[config.mk]
export PLATFORM = sky130hd
export DESIGN_NAME = safe_controller
export DESIGN_NICKNAME = d
export VERILOG_FILES = /design/src/rtl/safe_controller.sv
export SDC_FILE = /design/constraint.sdc
export NUM_CORES = 1
export LEC_CHECK = 0
export BUFFER_PORTS_ARGS = -buffer_cell sky130_fd_sc_hd__buf_4
export CAP_MARGIN = 0
export CORE_MARGIN = 2
export CORE_UTILIZATION = 55
export CTS_CLUSTER_DIAMETER = 150
export DETAILED_ROUTE_END_ITERATION = 10
export GPL_ROUTABILITY_DRIVEN = 0
export PLACE_DENSITY_LB_ADDON = 0.05
export SETUP_SLACK_MARGIN = 0.1
export SYNTH_ARGS = -nofsm -noshare
export SYNTH_HDL_FRONTEND = slang
export SYNTH_SLANG_ARGS = --single-unit
[constraint.sdc]
create_clock -name clk -period 3.5 [get_ports clk]
set_input_delay 0.175 -clock clk [delete_from_list [all_inputs] [get_ports clk]]
set_output_delay 0.175 -clock clk [all_outputs]
set_load 0.1 [all_outputs]
[src/rtl/safe_controller.sv]
// Keypad-driven digital safe: 4x3 keypad decode/debounce, 1-6 digit code entry,
// password compare with three-strike lockout, and in-place password change.
module safe_controller #(
  parameter int unsigned DEBOUNCE = 100000
) (
  input  logic       clk,
  input  logic       initialize,
  input  logic       row1,
  input  logic       row2,
  input  logic       row3,
  input  logic       row4,
  input  logic       col1,
  input  logic       col2,
  input  logic       col3,
  input  logic       reset,
  output logic [5:0] password_led,
  output logic [2:0] state
);

  typedef enum logic [2:0] {
    S_OFF    = 3'd0,
    S_ON     = 3'd1,
    S_WRONG1 = 3'd2,
    S_WRONG2 = 3'd3,
    S_OPEN   = 3'd4,
    S_RESET  = 3'd5,
    S_LOCK   = 3'd6
  } state_t;

  localparam logic [3:0] K_STAR = 4'd10;
  localparam logic [3:0] K_HASH = 4'd11;
  localparam int unsigned CW = (DEBOUNCE > 1) ? $clog2(DEBOUNCE) : 1;
  localparam logic [CW-1:0] CNT_MAX = CW'(DEBOUNCE - 1);
  localparam logic [5:0][3:0] PW_INIT = {4'd0, 4'd0, 4'd4, 4'd3, 4'd2, 4'd1};

  // ---------------- keypad synchronizer ----------------
  logic [6:0] key_s1, key_s2;
  logic [3:0] rows_s;
  logic [2:0] cols_s;

  assign rows_s = key_s2[6:3];
  assign cols_s = key_s2[2:0];

  // Decoded key: bit 4 = valid, bits 3:0 = code (0-9, star, hash)
  logic [4:0] dec;

  always_comb begin
    dec = '0;
    if ($onehot(rows_s) && $onehot(cols_s)) begin
      dec[4] = 1'b1;
      unique case (1'b1)
        rows_s[0]: dec[3:0] = cols_s[0] ? 4'd1 : (cols_s[1] ? 4'd2 : 4'd3);
        rows_s[1]: dec[3:0] = cols_s[0] ? 4'd4 : (cols_s[1] ? 4'd5 : 4'd6);
        rows_s[2]: dec[3:0] = cols_s[0] ? 4'd7 : (cols_s[1] ? 4'd8 : 4'd9);
        rows_s[3]: dec[3:0] = cols_s[0] ? K_STAR : (cols_s[1] ? 4'd0 : K_HASH);
        default:   dec[3:0] = '0;
      endcase
    end
  end

  // ---------------- debounce ----------------
  logic [4:0]    cand;
  logic [CW-1:0] cnt;
  logic [4:0]    deb;
  logic          deb_valid_q;

  always_ff @(posedge clk or negedge initialize) begin
    if (!initialize) begin
      key_s1      <= '0;
      key_s2      <= '0;
      cand        <= '0;
      cnt         <= '0;
      deb         <= '0;
      deb_valid_q <= 1'b0;
    end else begin
      key_s1      <= {row4, row3, row2, row1, col3, col2, col1};
      key_s2      <= key_s1;
      deb_valid_q <= deb[4];
      if (dec != cand) begin
        cand <= dec;
        cnt  <= '0;
      end else if (cnt != CNT_MAX) begin
        cnt <= cnt + CW'(1);
      end else begin
        deb <= cand;
      end
    end
  end

  // A press counts only on a debounced no-key -> key transition
  logic       accept;
  logic [3:0] key_code;
  logic       is_digit;

  assign accept   = deb[4] & ~deb_valid_q;
  assign key_code = deb[3:0];
  assign is_digit = (key_code <= 4'd9);

  // ---------------- reset-button synchronizer ----------------
  logic rs_s1, rs_s2, rs_s3;
  logic rst_evt;

  always_ff @(posedge clk or negedge initialize) begin
    if (!initialize) begin
      rs_s1 <= 1'b0;
      rs_s2 <= 1'b0;
      rs_s3 <= 1'b0;
    end else begin
      rs_s1 <= reset;
      rs_s2 <= rs_s1;
      rs_s3 <= rs_s2;
    end
  end

  assign rst_evt = rs_s2 & ~rs_s3;

  // ---------------- controller FSM ----------------
  state_t          state_q, state_n;
  logic [5:0][3:0] buf_q, buf_n;
  logic [2:0]      ent_q, ent_n;
  logic [5:0][3:0] pw_q, pw_n;
  logic [2:0]      pwlen_q, pwlen_n;
  logic [5:0]      led_q, led_n;
  logic            match;

  always_ff @(posedge clk or negedge initialize) begin
    if (!initialize) begin
      state_q <= S_OFF;
      buf_q   <= '0;
      ent_q   <= '0;
      pw_q    <= PW_INIT;
      pwlen_q <= 3'd4;
      led_q   <= '0;
    end else begin
      state_q <= state_n;
      buf_q   <= buf_n;
      ent_q   <= ent_n;
      pw_q    <= pw_n;
      pwlen_q <= pwlen_n;
      led_q   <= led_n;
    end
  end

  always_comb begin
    match = (ent_q == pwlen_q);
    for (int unsigned i = 0; i < 6; i++) begin
      if ((3'(i) < ent_q) && (buf_q[i] != pw_q[i])) match = 1'b0;
    end
  end

  always_comb begin
    state_n = state_q;
    buf_n   = buf_q;
    ent_n   = ent_q;
    pw_n    = pw_q;
    pwlen_n = pwlen_q;
    led_n   = '0;

    unique case (state_q)
      S_OFF: begin
        if (accept) state_n = S_ON;
      end
      S_ON, S_WRONG1, S_WRONG2: begin
        if (accept) begin
          if (is_digit) begin
            if (ent_q < 3'd6) begin
              buf_n[ent_q] = key_code;
              ent_n        = ent_q + 3'd1;
            end
          end else if (key_code == K_STAR) begin
            ent_n = '0;
          end else if (key_code == K_HASH) begin
            if (match)                  state_n = S_OPEN;
            else if (state_q == S_ON)   state_n = S_WRONG1;
            else if (state_q == S_WRONG1) state_n = S_WRONG2;
            else                        state_n = S_LOCK;
          end
        end
      end
      S_OPEN: begin
        // Reset edge takes priority over a key accepted in the same cycle
        if (rst_evt)                             state_n = S_RESET;
        else if (accept && key_code == K_STAR)   state_n = S_ON;
      end
      S_RESET: begin
        if (accept) begin
          if (is_digit) begin
            if (ent_q < 3'd6) begin
              buf_n[ent_q] = key_code;
              ent_n        = ent_q + 3'd1;
            end
          end else if (key_code == K_STAR) begin
            ent_n = '0;
          end else if (key_code == K_HASH && ent_q != 3'd0) begin
            pw_n    = buf_q;
            pwlen_n = ent_q;
            state_n = S_ON;
          end
        end
      end
      S_LOCK: begin
        state_n = S_LOCK;
      end
      default: begin
        state_n = S_OFF;
      end
    endcase

    if (state_n != state_q) ent_n = '0;

    for (int unsigned i = 0; i < 6; i++) begin
      led_n[5 - i] = (3'(i) < ent_n);
    end
  end

  assign state        = state_q;
  assign password_led = led_q;

endmodule

Word level (Yosys, flattened, before mapping)
Index checks and enable logic that the tools add are counted.
Storage, ports and cells
  bits in registers: 108
  bits of input ports: 10
  output and inout port bits: 9
  logic and storage cells: 136
Operators by class
  $add $sub $neg: 7
  magnitude comparators: 16
  eq/ne operators: 20
  mux-type cells: 42
  bitwise operators: 8
  reduce and logical (&&, ||, !) cells: 18
Operators by type and width (number)
  two-way mux 3 bit: 20
  two-way mux 17 bit: 2
  bitwise mux 24 bit: 1
  != test 4 bit: 6
  adder 17 x 1 -> 17 bit (second input constant): 1
  != test 17 bit (second input constant): 1
  two-way mux 4 bit: 4
  one-hot mux 4 bit (4 select lines): 1
  one-hot mux 3 bit (5 select lines): 1
  demux 4 bit (select 3 bit): 1
  less-than comparator 1 x 3 -> 1 bit (first input constant): 4
  less-than comparator 2 x 3 -> 1 bit (first input constant): 4
  less-than comparator 3 bit (first input constant): 4
  logical AND 1 bit: 10
  == test 3 bit (second input constant): 3
  == test 4 bit (second input constant): 2
  two-way mux 1 bit: 8
  adder 1 x 1 -> 2 bit: 3
  == test 3 x 1 -> 1 bit (second input constant): 2
  == test 3 x 2 -> 1 bit (second input constant): 2
  two-way mux 2 bit: 3
  NOT 1 bit: 6
  two-way mux 5 bit: 1
  != test 5 bit: 1
  other kinds (19): 20

Depth between registers and ports, before layout
  depth in word-level cells: 17
  depth in mapped cells: 13

Worst setup path after synthesis
Ideal clock, no wire load.
  kind: reg-to-reg
  from: register key_s2[4]
  to: register deb[0]
  data arrival time: 2.795 ns
  required time: 3.375 ns
  setup slack: 0.580 ns
  cell stages (with the launch flop): 13
  buffers on the path: 1
  cells stage by stage: dfrtp_1 > inv_1 > fa_1 > inv_1 > ha_1 > ha_1 > or3_4 > inv_2 > and3_2 > xnor2_1 > and4_1 > buf_6 > mux2_4
Between the ends
  word-level cells in the longest chain between the ends: 8
  elaborated cells between the ends (all ways): 9
RTL lines
  from (decl): line 37  | logic [6:0] key_s1, key_s2;
  from (signal assigned): line 77  | key_s2 <= key_s1;
  adder 1 x 1 -> 2 bit (implied by the code): line 49  | if ($onehot(rows_s) && $onehot(cols_s)) begin
  adder 2 x 2 -> 3 bit (implied by the code): line 49
  == test 3 x 1 -> 1 bit: line 49
  logical AND 1 bit: line 49
  two-way mux 5 bit (*): line 49
  != test 5 bit (*): line 79  | if (dec != cand) begin
  NOT 1 bit (no line) (*)
  AND reduction 2 bit (no line) (*)
  to (signal assigned): line 85  | deb <= cand;
  to (decl): line 64  | logic [4:0] deb;
Every way passes the cells marked *; elsewhere a longest branch is shown, timed or not.
A chain may end at the register's enable or synchronous reset.

Worst setup path in the final report
  from: register key_s2[4]
  to: register deb[3]
Same word-level chain as after synthesis.

==> metrics.txt <==
Final Cell Area=5520 um^2; Seq cells post-synth=107; number of global-route vias before repair=3074; highest-count cells in the layout ignoring fill and taps=dfrtp_1 (101), nor2_1 (38), mux2_2 (31), xor2_1 (25); WP data required=3760 ps; io pins=19; worst hold endpoint=rs_s2; Final Skew=16.9 ps; clk buf depth=2; H-tree Lvls=3; Fin. Hold Viols=0; initial antenna violation count=0; Die Y=99.4 um; die area=9890 um^2; Reg-to-Reg End=deb[3]; max_cap viols=0; Worst-path clk slew=110 ps; Die W=99.4 um; max frequency=0.312 GHz; Worst slew margin=58.4%; Slew Viols, Final=0; DRT iter0 DRCs=99; DR pass1 iterations=4; Fin Setup TNS=0 ps; global-route wire length before repair=14800 um; initial core utilization=57.2%; reg2reg path depth=11; share of layout cells above drive strength 1=20.7%; sequential area share after synthesis=53.6%; Power Density=397 nW/um^2; top sig layer=met4; postcts setup bufs=0; ANT nets after route=0; Leakage=2.68 nW; RSZ-0062 raised after global routing=no; Post-synth EDFFs=0; core region area=8760 um^2; library cells used by synthesis=60; fraction of registers with async set/reset=100%; gr usage total=19.0%; hold depth=0; Min-Delay Path Class=reg -> reg; wire length on met3=185 um; total CTS buffers=9; CP max stage cell=fa_1; diode count=0; Worst Hold Launch=rs_s1; CTS Root Cell=clkbuf_8; nets=457; Synth Warn #=0; Post-Syn Instances=413; critical path, cell by cell=inv_1, fa_1, inv_1, ha_1, ha_1, or3_4, inv_2, and3_2, xnor2_1, and4_1, mux2_4; R2R Setup Slk=300 ps; P&R area growth vs syn=10.2%; fin crit period=3200 ps; DR WL/cell=15.5 um; Placed Area=5240 um^2; Crit Path Max Fanout=5; Setup Crit Path Kind=reg -> reg; DR WL met2=4320 um; WP buf/inv=3; status=finished clean; clk sinks=107; Max IR drop VDD=0.000290 V; Main synth FF type=dfrtp_1; clk_lat worst skew=370 ps; Worst EP arrival=3460 ps; DPL Wire Length=5640 um; Post-CTS Resized=0; Worst Tran Pin Value=624 ps; mapped cell area=5010 um^2; largest net degree at the start of global routing=108; setup violators final=0; most common cell after layout, fill and taps aside=dfrtp_1; post-route clock period utilization=91.5%; syn_nets=431; Vias/cell=5.58; crit path capture type=flip-flop; DRC violations left=0; DRT met1 WL=3950 um; Worst path max stage delay=500 ps; Mean Syn Cell Area=12.1 um^2; Site Rows=34; CP startpoint kind=flip-flop; Crit Reg-Reg Startpoint=key_s2[4]; Total Routed Length=8540 um; I/O Buffers=18; CP delay by family, top=simple AND/OR/NAND/NOR gates; global route overflow=0; CTS tree=done; Vias=3082
==> Yosys cell counts (all sizes together), types with 3 or more instances <==
master / count / area [um^2]
nor4: 5 / 52.6
clkbuf: 5 / 18.8
mux2: 56 / 649
a21oi: 8 / 40.0
and2: 3 / 18.8
nand2: 16 / 60.1
xor2: 25 / 219
xnor2: 20 / 175
nor2b: 6 / 37.5
a41o: 3 / 30.0
nand2b: 6 / 37.5
dfrtp: 101 / 2530
buf: 11 / 81.3
ha: 6 / 75.1
a31oi: 3 / 18.8
nor2: 38 / 143
nor3b: 4 / 30.0
and3: 6 / 38.8
o21ai: 11 / 55.1
nand3: 7 / 35.0
o41ai: 3 / 41.3
dfstp: 6 / 158
nand4: 6 / 37.5
nor3: 14 / 85.1
inv: 13 / 48.8
==> metal layers <==
layer  track usage (%)  vias up
met3              3.58        7
li1                  -     1494
met5                 0        -
met2              32.5       36
met4              5.37        0
met1              24.9     1545
==> registers in the layout, indices dropped and copies added (netlist names), 5 cells and up <==
| register | flops |
|---|---|
| cnt | 17 |
| key_s2 | 7 |
| pw_q | 24 |
| buf_q | 24 |
| password_led | 6 |
| deb | 5 |
| key_s1 | 7 |
| cand | 5 |
==> metrics by stage <==
step	power (mW)	hold WS (ps)	util, %	worst slack, ps	instances
floorplan	1.41	-121	-	580	413
global placement	1.47	284	59.7	433	527
detailed placement	1.48	285	59.7	340	527
CTS	2.22	365	63.0	306	552
global route	2.30	368	63.0	136	552
finish	2.19	361	63.0	298	552
==> what timing repair did <==
item / in CTS / in global routing
endpoints found under the setup margin: 0 / 0
hold endpoints to repair: 109 / 0
hold buffers: 9 / 0
==> area by class of cell <==
class | count | area [um^2]
sequential | 107 | 2690
clock inverter | 7 | 70.1
multi-input combinational | 277 | 2180
fill | 706 | 3240
clock buffer | 9 | 124
timing repair buffer | 31 | 280
tap | 108 | 135
inverter | 13 | 48.8
==> power by group <==
| group | internal [mW] | switching, mW | leakage (nW) |
|---|---|---|---|
| clock network | 0.277 | 0.454 | 0.0887 |
| registers | 1.27 | 0.0338 | 1.43 |
| logic | 0.0675 | 0.0882 | 1.16 |
==> worst max-delay path by stage <==
stage,start,endpoint,cells past startpoint
6_report,key_s2[4],deb[3],11
3_3_place_gp,key_s2[4],deb[4],11
3_5_place_dp,key_s2[4],deb[3],11
5_1_grt,key_s2[4],deb[0],11
2_1_floorplan,key_s2[4],deb[0],12
4_1_cts,key_s2[4],deb[3],11
==> cells by family after synthesis <==
kind of cell	synth area share (%)
AND/OR/NAND/NOR	13.4
flip-flops	53.6
multiplexers	13.2
AO/OA/AOI/OAI	6.74
XOR/XNOR	7.87
buffers and inverters	2.97
adder cells (fa/ha/maj)	2.30
No activity file was read; power rests on OpenSTA's default activity.
